`src/rtl/aes_decrypt_scheduler.sv`:
```
// Two-requester front end for one shared aes128_decrypt core.
// Round-robin grant, one operation in flight, per-operation timeout.
module aes_decrypt_scheduler #(
    parameter int TIMEOUT = 31
) (
    input  logic         clk,
    input  logic         rst,
    input  logic [1:0]   req_valid,
    output logic [1:0]   req_ready,
    input  logic [127:0] req_key0,
    input  logic [127:0] req_key1,
    input  logic [127:0] req_ct0,
    input  logic [127:0] req_ct1,
    output logic         core_rst_n,
    output logic [127:0] core_key,
    output logic [127:0] core_ciphertext,
    input  logic [127:0] core_plaintext,
    input  logic         core_done,
    output logic         out_valid,
    input  logic         out_ready,
    output logic [127:0] out_data,
    output logic         out_id,
    output logic         out_err,
    output logic         busy
);

    localparam int CW = $clog2(TIMEOUT + 1);

    typedef enum logic [1:0] {
        S_IDLE,
        S_LOAD,
        S_RUN,
        S_RESP
    } state_t;

    state_t         r_state;
    state_t         w_next;
    logic           r_last_grant;
    logic           r_id;
    logic           r_err;
    logic [127:0]   r_key;
    logic [127:0]   r_ct;
    logic [127:0]   r_data;
    logic [CW-1:0]  r_cnt;
    logic           w_grant;
    logic           w_accept;
    logic           w_done_ok;
    logic           w_timeout;

    always_comb begin
        w_grant = 1'b0;
        unique case (req_valid)
            2'b10:   w_grant = 1'b1;
            2'b11:   w_grant = ~r_last_grant;
            default: w_grant = 1'b0;
        endcase
    end

    // A done seen in the first RUN cycle is left over from the last job.
    assign w_done_ok = core_done && (r_cnt != '0);
    assign w_timeout = (r_cnt == CW'(TIMEOUT - 1));

    always_comb begin
        w_next    = r_state;
        req_ready = 2'b00;
        w_accept  = 1'b0;
        unique case (r_state)
            S_IDLE: begin
                if (!rst) begin
                    req_ready = req_valid & (w_grant ? 2'b10 : 2'b01);
                end
                w_accept = |req_ready;
                if (w_accept) begin
                    w_next = S_LOAD;
                end
            end
            S_LOAD: w_next = S_RUN;
            S_RUN: begin
                if (w_done_ok || w_timeout) begin
                    w_next = S_RESP;
                end
            end
            S_RESP: begin
                if (out_ready) begin
                    w_next = S_IDLE;
                end
            end
            default: w_next = S_IDLE;
        endcase
    end

    always_ff @(posedge clk) begin
        if (rst) begin
            r_state      <= S_IDLE;
            r_last_grant <= 1'b1;
            r_id         <= 1'b0;
            r_err        <= 1'b0;
            r_key        <= '0;
            r_ct         <= '0;
            r_data       <= '0;
            r_cnt        <= '0;
        end else begin
            r_state <= w_next;
            if (w_accept) begin
                r_key        <= w_grant ? req_key1 : req_key0;
                r_ct         <= w_grant ? req_ct1 : req_ct0;
                r_id         <= w_grant;
                r_last_grant <= w_grant;
            end
            if (r_state == S_LOAD) begin
                r_cnt <= '0;
            end else if (r_state == S_RUN) begin
                r_cnt <= r_cnt + 1'b1;
            end
            if (r_state == S_RUN) begin
                if (w_done_ok) begin
                    r_data <= core_plaintext;
                    r_err  <= 1'b0;
                end else if (w_timeout) begin
                    r_data <= '0;
                    r_err  <= 1'b1;
                end
            end
        end
    end

    assign core_rst_n      = !(rst || (r_state == S_LOAD));
    assign core_key        = r_key;
    assign core_ciphertext = r_ct;
    assign out_valid       = (r_state == S_RESP);
    assign out_data        = r_data;
    assign out_id          = r_id;
    assign out_err         = r_err;
    assign busy            = (r_state != S_IDLE);

endmodule

```
`config.mk`:
```
export PLATFORM = sky130hd
export DESIGN_NAME = aes_decrypt_scheduler
export DESIGN_NICKNAME = d
export VERILOG_FILES = /design/src/rtl/aes_decrypt_scheduler.sv
export SDC_FILE = /design/constraint.sdc
export NUM_CORES = 1
export LEC_CHECK = 0
export BUFFER_PORTS_ARGS = -buffer_cell sky130_fd_sc_hd__buf_2
export CAP_MARGIN = 0
export CELL_PAD_IN_SITES_DETAIL_PLACEMENT = 1
export CELL_PAD_IN_SITES_GLOBAL_PLACEMENT = 2
export CORE_AREA = 2 2 409 411
export CTS_CLUSTER_SIZE = 28
export DETAILED_ROUTE_END_ITERATION = 10
export DIE_AREA = 0 0 411 413
export PLACE_DENSITY_LB_ADDON = 0.1
export SKIP_CTS_REPAIR_TIMING = 1
export SYNTH_ARGS = -nofsm -noshare
export SYNTH_HDL_FRONTEND = slang
export SYNTH_SLANG_ARGS = --single-unit
```
`constraint.sdc`:
```
create_clock -name clk -period 2.5 [get_ports clk]
set_clock_uncertainty 0.15 [all_clocks]
set_input_delay 0.375 -clock clk [delete_from_list [all_inputs] [get_ports clk]]
set_output_delay 0.375 -clock clk [all_outputs]
set_load 0.05 [all_outputs]
```
==> impl_results.md <==
* Share of cells above drive strength 1 at 0.325
* DRT iter0 DRCs at between 600 and 700
* Max-cap violation count at 0
* R2R setup slack at 150 ps
* Dpl hpwl at around 96 mm
* Largest net degree at the start of global routing at between 100 and 150
* Synthesized area per cell at between 7 and 8 um^2
* Critical Path RT at between 2000 and 3000 ps
* Synth Warn # at 0
* Static Leak at 14.1 nW
* Worst slew pin tran at slightly above 900 ps
* First-pass GRT wire length at 164 mm
* Syn-to-layout area delta at 103%
* Total power at 28.6 mW
* Detailed-route DRC error count at 0
* Die Height at just over 400 um
* Core Area at 166,000 um^2
* Final RePlAce weighted congestion at 0.779
* Sequential-to-total area share from yosys stat at 0.492
* Critical path capture point type: register
* CP max FO at 130
* FF-to-FF path depth at 8
* Status: completed
* CTS buffer count at approximately 60
* Nets at between 4,000 and 5,000
* Die W at ~410 um
* Total grt overflow at 0
* Startpoint types: input pin
* Total track usage at 0.135
* Final Cycle Share at 0.981
* Syn Inst Count at just over 2,000
* Netlist cell types at 36
* Clk_lat worst skew at between 600 and 700 ps
* Starting Density at 0.0966
* Final WL at around 120 mm
* Placed Area at approximately 24,000 um^2
* Seq cells post-synth at 394
* HP Class: in2reg
* # rows at 150
* Post-Syn Area at roughly 16,000 um^2
* Hold path startpoint: rst
* F_max at 0.408 GHz
* # port buffers at 1,036
* Via density per instance at around 3.7
* Critical path class: in2reg
* I/O Pins at 1,037
* Rel. slew slack at 0.378
* Drt first pass iters at 4
* R2r startpoint: r_state[0]$_SDFFE_PP0P_
* Die ar. at roughly 170,000 um^2
* Antenna violation net count after detailed routing at 0
* Clock sink count at 394
* Post-route cell area at 32,600 um^2
* Antenna violations before repair at 47
* Root buf cell: clkbuf_16
* Worst Hold Path EP: out_data[6]$_SDFFE_PP0P_
* Total number of vias at roughly 22,000
* VDD IR-drop max at between 0.5 and 0.6 mV
* Critical path arrival at 2830 ps
* Count of final hold-check violations at 0
* Syn nets at approximately 2,700
* CTS tree: done
* Vias in the first global route at about 20,000
* Setup-violating endpoint count in the final report at 0
* Slew Limit Fails at 0
* Total number of H-tree levels at 2
* Total power divided by cell area at between 800 and 900 nW/um^2
* Hold path cells at 3
* WL/cell at ~21 um
* Reg-to-Reg End: core_key[40]$_SDFFE_PP0P_
* CTS max path bufs at 3
* Final min period at 2450 ps
* Clock Pin Slew Worst Setup and Hold Paths at 60 ps
synthesized netlist by cell type (all sizes together):
master | instances | area, um^2
ha | 7 | 87.6
and2 | 1 | 6.26
buf | 67 | 344
and3 | 2 | 13.8
a311oi | 257 | 2250
inv | 7 | 26.3
clkbuf | 134 | 514
nor3 | 1 | 5.00
a31oi | 2 | 12.5
or2 | 1 | 6.26
xnor2 | 1 | 8.76
nand2 | 645 | 2420
nand2b | 2 | 12.5
nor2 | 268 | 1010
a221o | 1 | 10.0
a21oi | 129 | 649
a211o | 1 | 8.76
o21ai | 130 | 651
or3b | 1 | 8.76
or4b | 1 | 10.0
o21a | 1 | 7.51
and4 | 1 | 11.3
a22oi | 1 | 7.51
xor2 | 3 | 26.3
mux2i | 1 | 10.0
dfxtp | 394 | 7890
nand4 | 2 | 12.5
o21ba | 1 | 10.0
cell usage in the layout (no fill, tap or decap), types with 2 or more instances in the layout:
| cell | netlist | final |
|---|---|---|
| inv_1 | 7 | 5 |
| dlygate4sd3_1 | 0 | 645 |
| a31oi_1 | 2 | 2 |
| clkbuf_8 | 0 | 17 |
| a311oi_1 | 257 | 257 |
| buf_6 | 1 | 2 |
| clkinv_2 | 0 | 16 |
| buf_2 | 62 | 1031 |
| buf_4 | 2 | 25 |
| nand2b_1 | 2 | 2 |
| clkbuf_1 | 125 | 14 |
| diode_2 | 0 | 30 |
| o21ai_0 | 129 | 129 |
| nor2_1 | 267 | 266 |
| buf_8 | 0 | 2 |
| xor2_1 | 3 | 3 |
| dfxtp_2 | 0 | 2 |
| ha_1 | 7 | 6 |
| buf_12 | 0 | 29 |
| nand4_1 | 2 | 2 |
| bufinv_16 | 0 | 4 |
| nand2_1 | 645 | 643 |
| dfxtp_1 | 394 | 392 |
| a21oi_1 | 128 | 128 |
| inv_2 | 0 | 2 |
| clkbuf_16 | 0 | 62 |
layout make-up:
class | count | area (um^2)
Multi-Input combinational cell | 1460 | 7320
Fill cell | 19910 | 133000
Timing Repair Buffer | 1734 | 12400
Inverter | 7 | 26.3
Tap cell | 2204 | 2760
Sequential cell | 394 | 7890
Clock buffer | 93 | 1840
Antenna cell | 30 | 75.1
Clock inverter | 22 | 239
critical path, stage by stage:
cell and delay, ps:
buf_8 90, dlygate4sd3_1 690, buf_4 250, buf_12 410, a311oi_1 90, dlygate4sd3_1 600
registers in the layout, summed over array words and instances (netlist names):
signal	flops
core_key	128
r_last_grant	1
out_err	1
r_state	2
out_id	1
out_data	128
r_cnt	5
core_ciphertext	128
through the flow:
step,setup WS (ps),hold slack (ps),TNS [ps],util,cells
2_1_floorplan,395,309,0,-,2062
3_3_place_gp,305,301,0,0.144,5154
3_5_place_dp,298,315,0,0.144,5154
4_1_cts,-207,-292,-555,0.157,5269
5_1_grt,-38.1,24.0,-75.0,0.196,5938
6_report,47.7,47.5,0,0.196,5944
logic make-up (layout without fill, tap and decap cells):
kind of cell               count (synthesis)  in the layout  share of synthesized area
and+or+nand+nor                          925            925                      0.219
AOI/OAI and AO/OA                        523            523                      0.225
DFF                                      394            394                      0.492
buffers and inverters                    208           1856                     0.0552
adders and majority gates                  7              7                    0.00546
xor gates and xnor gates                   4              4                    0.00219
muxes                                      1              1                   0.000625
other                                      0             30                          0
per-layer routing:
| layer | wire length (um) | track usage | vias to the layer above |
|---|---|---|---|
| li1 | - | - | 10374 |
| met2 | 63700 | 0.246 | 662 |
| met5 | 52 | 0 | - |
| met3 | 10200 | 0.0619 | 161 |
| met1 | 47800 | 0.139 | 10503 |
| met4 | 2790 | 0.0366 | 8 |
how the worst max path moves through the flow:
stage                              start                           endpoint  slack [ps]  cells after the start
2_1_floorplan                        rst                       req_ready[0]         400                      4
3_3_place_gp     r_state[0]$_SDFFE_PP0P_         out_data[114]$_SDFFE_PP0P_         300                      6
3_5_place_dp     r_state[0]$_SDFFE_PP0P_          out_data[30]$_SDFFE_PP0P_         300                      6
4_1_cts          r_state[1]$_SDFFE_PP0P_                         core_rst_n        -210                      5
5_1_grt        r_last_grant$_SDFFE_PP1P_          core_key[51]$_SDFFE_PP0P_         -40                      7
6_report                             rst  core_ciphertext[118]$_SDFFE_PP0P_          50                      6
power breakdown:
group	internal [mW]	leakage (nW)	switching, mW
Sequential	7.38	3.23	0.609
Clock	5.44	1.04	3.62
Combinational	3.38	9.87	8.14
No activity file was read; power rests on OpenSTA's default activity.
